--- config.mk ---
export PLATFORM = sky130hd
export DESIGN_NAME = uart_tx_fifo
export DESIGN_NICKNAME = d
export VERILOG_FILES = /design/src/rtl/uart_pkg.sv /design/src/rtl/sync_fifo.sv /design/src/rtl/uart_tx_fifo.sv
export SDC_FILE = /design/constraint.sdc
export NUM_CORES = 1
export LEC_CHECK = 0
export ABC_AREA = 0
export BUFFER_PORTS_ARGS = -buffer_cell sky130_fd_sc_hd__buf_4
export CORE_MARGIN = 2
export CORE_UTILIZATION = 30
export CTS_BUF_LIST = sky130_fd_sc_hd__clkbuf_2 sky130_fd_sc_hd__clkbuf_4 sky130_fd_sc_hd__clkbuf_8
export CTS_CLUSTER_SIZE = 14
export DETAILED_ROUTE_END_ITERATION = 8
export GPL_TIMING_DRIVEN = 0
export PLACE_DENSITY_LB_ADDON = 0.3
export SYNTH_ARGS = -nofsm -noshare
export SYNTH_HDL_FRONTEND = slang
export SYNTH_HIERARCHICAL = 1
export SYNTH_SLANG_ARGS = --single-unit
--- constraint.sdc ---
create_clock -name CLK -period 3.1 [get_ports CLK]
set_input_delay 0.62 -clock CLK [delete_from_list [all_inputs] [get_ports CLK]]
set_output_delay 0.62 -clock CLK [all_outputs]
set_load 0.05 [all_outputs]
--- src/rtl/uart_pkg.sv ---
// Shared UART definitions: transmit FSM states, default byte/FIFO sizing and
// the pointer-width helper used by the transmit buffer.
package uart_pkg;

    typedef enum logic [1:0] {
        IDLE      = 2'd0,
        LAUNCH    = 2'd1,
        WAIT_BUSY = 2'd2,
        WAIT_DONE = 2'd3
    } tx_state_t;

    localparam int UART_WIDTH = 8;
    localparam int UART_DEPTH = 16;

    function automatic int ptr_width(input int depth);
        return (depth > 1) ? $clog2(depth) : 1;
    endfunction

    localparam int UART_PTR_W = ptr_width(UART_DEPTH);

endpackage

--- src/rtl/sync_fifo.sv ---
// Circular byte FIFO with registered full/empty flags and a sticky overflow flag.
// Full is judged at the start of the cycle: a push while full is always dropped.
module sync_fifo
    import uart_pkg::*;
#(
    parameter int WIDTH = UART_WIDTH,
    parameter int DEPTH = UART_DEPTH,
    localparam int PTR_W = ptr_width(DEPTH),
    localparam int CNT_W = PTR_W + 1
) (
    input  logic             clk_i,
    input  logic             reset_i,
    input  logic             push_i,
    input  logic [WIDTH-1:0] push_data_i,
    input  logic             pop_i,
    output logic [WIDTH-1:0] pop_data_o,
    output logic             full_o,
    output logic             empty_o,
    output logic [CNT_W-1:0] count_o,
    output logic             overflow_o
);

    logic [WIDTH-1:0] mem_q [DEPTH];
    logic [PTR_W-1:0] wr_ptr_q, wr_ptr_d;
    logic [PTR_W-1:0] rd_ptr_q, rd_ptr_d;
    logic [CNT_W-1:0] count_q, count_d;
    logic             full_q, full_d;
    logic             empty_q, empty_d;
    logic             ovf_q, ovf_d;
    logic             do_push, do_pop;

    assign do_push = push_i & ~full_q;
    assign do_pop  = pop_i & ~empty_q;

    always_comb begin
        wr_ptr_d = wr_ptr_q;
        rd_ptr_d = rd_ptr_q;
        count_d  = count_q;
        ovf_d    = ovf_q | (push_i & full_q);
        if (do_push) wr_ptr_d = wr_ptr_q + 1'b1;
        if (do_pop)  rd_ptr_d = rd_ptr_q + 1'b1;
        case ({do_push, do_pop})
            2'b10:   count_d = count_q + 1'b1;
            2'b01:   count_d = count_q - 1'b1;
            default: count_d = count_q;
        endcase
        // Flags come from the next-state count so they are valid the cycle it lands.
        full_d  = (count_d == CNT_W'(DEPTH));
        empty_d = (count_d == '0);
    end

    always_ff @(posedge clk_i) begin
        if (reset_i) begin
            wr_ptr_q <= '0;
            rd_ptr_q <= '0;
            count_q  <= '0;
            full_q   <= 1'b0;
            empty_q  <= 1'b1;
            ovf_q    <= 1'b0;
        end else begin
            wr_ptr_q <= wr_ptr_d;
            rd_ptr_q <= rd_ptr_d;
            count_q  <= count_d;
            full_q   <= full_d;
            empty_q  <= empty_d;
            ovf_q    <= ovf_d;
        end
    end

    always_ff @(posedge clk_i) begin
        if (do_push) mem_q[wr_ptr_q] <= push_data_i;
    end

    assign pop_data_o = mem_q[rd_ptr_q];
    assign full_o     = full_q;
    assign empty_o    = empty_q;
    assign count_o    = count_q;
    assign overflow_o = ovf_q;

endmodule

--- src/rtl/uart_tx_fifo.sv ---
// Transmit buffer in front of the UART: queues host bytes and launches them one
// at a time on DataIN/EN, pacing each launch on the UART's TxReady handshake.
module uart_tx_fifo
    import uart_pkg::*;
#(
    parameter int WIDTH       = UART_WIDTH,
    parameter int DEPTH       = UART_DEPTH,
    parameter int ACK_TIMEOUT = 16,
    localparam int CNT_W = ptr_width(DEPTH) + 1,
    localparam int TMR_W = $clog2(ACK_TIMEOUT + 1)
) (
    input  logic             CLK,
    input  logic             Reset,
    input  logic             WrEN,
    input  logic [WIDTH-1:0] WrData,
    output logic             Full,
    output logic             Empty,
    output logic [CNT_W-1:0] Count,
    output logic             Overflow,
    input  logic             TxReady,
    output logic [WIDTH-1:0] DataIN,
    output logic             EN,
    output tx_state_t        StateDbg
);

    // Handshake: a byte is offered only while TxReady=1 (UART idle). EN is a
    // single-cycle strobe with DataIN valid; the UART acknowledges by dropping
    // TxReady and signals completion by raising it again.

    tx_state_t        state_q, state_d;
    logic [TMR_W-1:0] timer_q, timer_d;
    logic [WIDTH-1:0] data_q, data_d;
    logic             en_q, en_d;
    logic             pop;
    logic [WIDTH-1:0] head;

    sync_fifo #(
        .WIDTH (WIDTH),
        .DEPTH (DEPTH)
    ) u_fifo (
        .clk_i       (CLK),
        .reset_i     (Reset),
        .push_i      (WrEN),
        .push_data_i (WrData),
        .pop_i       (pop),
        .pop_data_o  (head),
        .full_o      (Full),
        .empty_o     (Empty),
        .count_o     (Count),
        .overflow_o  (Overflow)
    );

    always_comb begin
        state_d = state_q;
        timer_d = timer_q;
        data_d  = data_q;
        pop     = 1'b0;
        case (state_q)
            IDLE: begin
                if (!Empty && TxReady) begin
                    pop     = 1'b1;
                    data_d  = head;
                    state_d = LAUNCH;
                end
            end
            LAUNCH: begin
                timer_d = '0;
                state_d = WAIT_BUSY;
            end
            WAIT_BUSY: begin
                // A UART that never acknowledges must not stall the queue forever.
                if (!TxReady) begin
                    state_d = WAIT_DONE;
                end else if (timer_q == TMR_W'(ACK_TIMEOUT - 1)) begin
                    state_d = IDLE;
                end else begin
                    timer_d = timer_q + 1'b1;
                end
            end
            WAIT_DONE: begin
                if (TxReady) state_d = IDLE;
            end
            default: state_d = IDLE;
        endcase
        en_d = (state_d == LAUNCH);
    end

    always_ff @(posedge CLK) begin
        if (Reset) begin
            state_q <= IDLE;
            timer_q <= '0;
            data_q  <= '0;
            en_q    <= 1'b0;
        end else begin
            state_q <= state_d;
            timer_q <= timer_d;
            data_q  <= data_d;
            en_q    <= en_d;
        end
    end

    assign DataIN   = data_q;
    assign EN       = en_q;
    assign StateDbg = state_q;

endmodule

# ---- After elaboration in Yosys (flattened, before gate mapping)
# Memories as Yosys holds them, arrays and structs flattened. A register that Yosys moved wholly into a read port is not among the register bits.
# Index checks and enable logic that the tools add are counted.
# Widths: inputs -> output; s select.
dict set report op_classes {
  n_addsub 5
  n_eq_ne 10
  muxes 13
  bitwise_logic 6
  reduce_logical 7
}
# operator n
set ops {}
lappend ops {{$pmux 5 s2} 2}
lappend ops {{$add 5x1->5 const B} 2}
lappend ops {{$mux 5} 2}
lappend ops {{$add 4x1->4 const B} 2}
lappend ops {{$mux 2} 4}
lappend ops {{$pmux 2 s4} 1}
lappend ops {{$eq 2x1->1 const B} 3}
lappend ops {{$eq 2x2->1 const B} 3}
lappend ops {{$eq 5x4->1 const B} 1}
lappend ops {{$eq 5x5->1 const B} 1}
lappend ops {{$logic_not 5->1} 1}
lappend ops {{$sub 5x1->5 const B} 1}
lappend ops {{$mux 1} 4}
lappend ops {{$ne 2x2->1 const B} 2}
lappend ops {{$and 1x1->1} 3}
lappend ops {{$reduce_and 3->1} 1}
lappend ops {{$logic_not 2->1} 1}
lappend ops {{$not 1->1} 2}
lappend ops {{$reduce_and 2->1} 1}
lappend ops {{$reduce_bool 2->1} 1}
lappend ops {{$logic_and 1x1->1} 1}
lappend ops {{$logic_not 1->1} 1}
lappend ops {{$or 1x1->1} 1}
dict set report word_totals {
  register_bits 24
  ramBits 128
  out_inout_bits 19
  wordCells 51
  n_memories 1
}
# name depth word_bits read_ports rd_clocked_by_memory_dff write_ports line
set memory_table {}
lappend memory_table {u_fifo.mem_q 16 8 1 1 1 sync_fifo.sv:23} ;# logic [WIDTH-1:0] mem_q [DEPTH];

# ---- Depth between registers and ports, before layout
dict set report depth {
  depth_word 8
  ltp_mapped 12
  mapped_depth_nobuf 12
}

# ---- By module
# The synthesis kept the hierarchy.
# mod n_inst cells_per_inst area_per_inst_um2 seq_area_each_um2
set by_module_without_submodules {}
lappend by_module_without_submodules {sync_fifo 1 306 5924.4 4244.1}
lappend by_module_without_submodules {uart_tx_fifo 1 76 651.9 320.3}

# ---- Worst setup path after synthesis
# Ideal clock, no wire load.
dict set report synth_timing {
  path_type {flip-flop to flip-flop}
  from {register state_q[0] (netlist: StateDbg[0])}
  to {register u_fifo.full_q (netlist: u_fifo/full_o)}
  t_arrival_ns 2.804
  required_ns 3.039
  slack_ns 0.235
  stages_incl_launch_ff 12
  cell_sequence {dfxtp_1 or4b_4 clkinv_2 nand2b_4 clkinv_1 nand2_1 xnor2_1 ha_1 nor3b_1 or3b_1 a22oi_1 and4bb_1}
}
dict set report synth_via {
  elab_chain_len 6
  elab_cells_between_ends 7
}
# element line
set synth_lines {}
lappend synth_lines {{from (decl)} uart_tx_fifo.sv:30} ;# tx_state_t state_q, state_d;
lappend synth_lines {{from (signal assigned)} uart_tx_fifo.sv:95} ;# state_q <= state_d;
lappend synth_lines {{$logic_not 2->1 (*)} uart_tx_fifo.sv:58} ;# case (state_q)
lappend synth_lines {{$mux 1 (*)} uart_tx_fifo.sv:58}
lappend synth_lines {{named net pop} uart_tx_fifo.sv:34} ;# logic pop;
lappend synth_lines {{$and 1x1->1 (*)} sync_fifo.sv:33} ;# assign do_pop = pop_i & ~empty_q;
lappend synth_lines {{$eq 2x1->1 or $eq 2x2->1 (tied branches)} sync_fifo.sv:42} ;# case ({do_push, do_pop})
lappend synth_lines {{$pmux 5 s2 (*)} sync_fifo.sv:42}
lappend synth_lines {{$eq 5x5->1 (*)} sync_fifo.sv:48} ;# full_d = (count_d == CNT_W'(DEPTH));
lappend synth_lines {{to (signal assigned)} sync_fifo.sv:64} ;# full_q <= full_d;
lappend synth_lines {{to (decl)} sync_fifo.sv:27} ;# logic full_q, full_d;
# The timed path passes the listed nets; every way through them passes the cells marked *.
# A chain may end at the register's enable or synchronous reset.

# ---- Worst setup path in the final report
dict set report layout_timing {
  from {register u_fifo.empty_q (netlist: u_fifo/empty_o)}
  to {register u_fifo.full_q (netlist: u_fifo/full_o)}
}
dict set report layout_via {
  elab_chain_len 8
  elab_cells_between_ends 10
}
# element line
set layout_lines {}
lappend layout_lines {{from (decl)} sync_fifo.sv:28} ;# logic empty_q, empty_d;
lappend layout_lines {{from (signal assigned)} sync_fifo.sv:65} ;# empty_q <= empty_d;
lappend layout_lines {{$logic_not 1->1 (*)} uart_tx_fifo.sv:60} ;# if (!Empty && TxReady) begin
lappend layout_lines {{$logic_and 1x1->1 (*)} uart_tx_fifo.sv:60}
lappend layout_lines {{$mux 1 (*)} uart_tx_fifo.sv:60}
lappend layout_lines {{$mux 1 (*)} uart_tx_fifo.sv:58}
lappend layout_lines {{named net pop} uart_tx_fifo.sv:34}
lappend layout_lines {{$and 1x1->1 (*)} sync_fifo.sv:33}
lappend layout_lines {{$eq 2x1->1 or $eq 2x2->1 (tied branches)} sync_fifo.sv:42}
lappend layout_lines {{$pmux 5 s2 (*)} sync_fifo.sv:42}
lappend layout_lines {{$eq 5x5->1 (*)} sync_fifo.sv:48}
# Marks and branches as above.

==> impl_metrics.yaml <==
timing:
  setup_viol: 0
  finClkSkew_ps: 13.9
  fin_crit_sh_pct: 94.2
  holdWs_ps: 399
  post-route-min-period_ps: 2920
  fin_ws_ps: 180
  worst_slew_pin_slew_ps: 1390
  drv_slew: 0
  final-hold-violation-count: 0
  fin_tns_setup_ps: 0
  fmax_mhz: 342
  relSlewSlack_pct: 6.55
  rsz0062_at_grt: "no"
power:
  powerDensity_nw_per_um2: 580
  leakagePower_nw: 2.46
  power_mw: 4.38
  ir_worst_vdd_mv: 0.190
cts:
  clk_latency_ps: 450
  cts_tree: "done"
  cts_max_path_buffers: 2
  cts_made_buffers: 17
  ctsHoldBuffers: 0
  cts.sinks: 164
  cts_setup_buffers: 0
  root_buffer: "clkbuf_8"
  cts_max_level: 4
  clk_pin_slew_worst_paths_ps: 90
synth:
  netlist_area_um2: 6580
  syn_inst: 382
  synth_most_common_cell: "edfxtp_1"
  yosysUniqueCellTypes: 46
  ys_top_cells_by_count: "edfxtp_1, dfxtp_1, nor2_1, nand2_1, mux4_2"
  synth_flop_cell: "edfxtp_1"
  ys_top_cells_by_area: "edfxtp_1, dfxtp_1, mux4_2"
  yosys.area.top_type: "edfxtp_1"
  synth-async-reset-ratio_pct: 0
  ys_seq_area_share_pct: 69.4
  synth-edff-count: 128
  yosys.area.top_type_share_pct: 58.4
  ys_seq_elements: 164
  synth.net_count: 403
  yosysWarningCount: 6
  syn_avg_cell_area_um2: 17.2
critical_path:
  cp_top_family: "simple AND/OR/NAND/NOR gates"
  crit_slowest_cell: "or4b_4"
  critPathLaunch: "u_fifo/empty_o$_SDFF_PP1_"
  reg2reg_slack_ps: 180
  path_cells: "or4b_4, clkinv_2, nand2b_4, clkinv_1, nand2_1, xnor2_1, ha_1, nor3b_2, or3b_1, a22oi_2, and4bb_1"
  worstPathArrival_ps: 3320
  path_max_fanout: 9
  path_buf_inv: 2
  cp.required_ps: 3490
  critical-path-max-stage-delay_ps: 550
  r2r-start: "u_fifo/empty_o$_SDFF_PP1_"
  endpoint_kind: "flop"
  worst-path-stages: 11
  crit_path_end: "u_fifo/full_o$_SDFF_PP0_"
  start_kind: "flop"
  r2r_cells: 11
  reg2reg_to: "u_fifo/full_o$_SDFF_PP0_"
  crit_type: "reg -> reg"
finish:
  drive_above_1_share_pct: 23.7
  antenna_cells: 0
  fin_util_pct: 34.8
  areaGrowthSynthToFinish_pct: 14.9
  final_nets: 452
  post-route-cell-area_um2: 7550
  fin_cells: 723
  nFillCells: 2029
job:
  cap_violations: 0
grt:
  global_route.usage.met2_pct: 18.9
  met1_usage_pct: 14.9
  use_met3_pct: 2.82
  gr-total-overflow: 0
  grt_max_degree: 17
  antenna_found_initial: 0
  grt_pass1_vias: 3447
  grtUsageTotal_pct: 11.5
  busiest_layer: "met2"
  grt_pass1_wl_mm: 19.9
status:
  status: "finished, final reports clean"
place:
  place_area_um2: 7150
  dp_hpwl_mm: 8.81
  dp_cells: 692
  pre_cts_slack_ps: -212
  port_buffers: 30
  place_congestion: 0.767
die:
  core_um2: 21700
  die_w_um: 152
  die_y_um: 152
  initial_utilization_pct: 30.3
  pin_count: 31
  rows: 54
  die_area_um2: 23100
drt:
  via_per_inst: 4.72
  ant_nets: 0
  drc: 0
  post_drt_wl_per_cell_um: 18.0
  wirelength_mm: 13.0
  dr_total_vias: 3411
  first_pass_iters: 5
  first_iter_violations: 211
min_path:
  worstHoldPathType: "in -> reg"
worst register-to-register path, delay by kind of cell (launching register included):
kind | cells | cell delay, ps
compound gates | 1 | 230
xor+xnor | 1 | 140
fa+ha+maj | 1 | 300
buf+inv | 2 | 310
flops | 1 | 350
simple gates | 6 | 1540
worst min-delay path by stage:
stage	slack [ps]	cells past startpoint	to	start
global placement	450	2	DataIN[4]$_SDFFE_PP0P_	DataIN[4]$_SDFFE_PP0P_
floorplan	450	2	timer_q[4]$_SDFFE_PP0P_	timer_q[4]$_SDFFE_PP0P_
global route	410	3	u_fifo/overflow_o$_SDFF_PP0_	WrEN
CTS	370	3	u_fifo/overflow_o$_SDFF_PP0_	WrEN
detailed placement	450	2	DataIN[0]$_SDFFE_PP0P_	DataIN[0]$_SDFFE_PP0P_
finish	400	3	u_fifo/overflow_o$_SDFF_PP0_	WrEN
layout by cell type (no fill, tap or decap), types with 2 or more instances in the layout:
cell	instances
a21oi_1	20
inv_1	6
edfxtp_1	128
nand3_1	4
nor2_1	31
buf_2	5
buf_6	2
mux4_2	26
clkbuf_8	17
nor2b_1	3
bufinv_16	2
mux4_1	14
inv_6	5
nor3_1	4
nor3_2	2
nand2b_1	5
mux2i_1	2
nand4_1	3
ha_1	9
clkbuf_1	8
o21ai_0	4
clkinv_1	3
o22ai_1	2
xnor2_1	5
clkinv_2	3
dfxtp_1	36
nand2_1	28
xor2_1	6
or3_1	2
and4bb_1	2
nand3b_1	2
buf_4	32
clkinvlp_4	2
final cells by class:
| cell class | count | area [um^2] | area share, % |
|---|---|---|---|
| Clock buffer | 17 | 234 | 3.10 |
| Clock inverter | 14 | 148 | 1.95 |
| Buffer | 20 | 133 | 1.76 |
| Timing Repair Buffer | 30 | 225 | 2.98 |
| Multi-Input combinational cell | 190 | 1870 | 24.7 |
| Tap cell | 280 | 350 | 4.64 |
| Inverter | 8 | 31.3 | 0.414 |
| Sequential cell | 164 | 4560 | 60.4 |
cell families after synthesis:
family          synth area share, %
buf+inv                        2.49
xor+xnor                       1.46
compound gates                 2.70
mux                            14.8
fa+ha+maj                      1.71
flops                          69.4
simple gates                   7.42
layer usage:
layer | wire length (um) | vias up
met1 | 5770 | 1727
met3 | 679 | 13
met2 | 6400 | 88
met5 | 0 | -
li1 | - | 1583
met4 | 157 | 0
flip-flops by register name (all words and copies together) (netlist names), 2 cells and up, named ones only:
name,flops
DataIN,8
StateDbg,2
timer_q,5
u_fifo/count_o,5
u_fifo/mem_q,128
u_fifo/rd_ptr_q,4
u_fifo/wr_ptr_q,4
power by group:
group          leakage [nW]  total [mW]  switching [mW]  internal (mW)
clock                 0.190        1.50           0.780          0.720
combinational         0.818       0.437           0.267          0.170
sequential             1.45        2.45          0.0308           2.42
what timing repair did:
item,in CTS,in global routing
hold endpoints to repair,0,0
resized for setup,0,3
setup endpoints to repair,0,2
No activity file was read; power rests on OpenSTA's default activity.
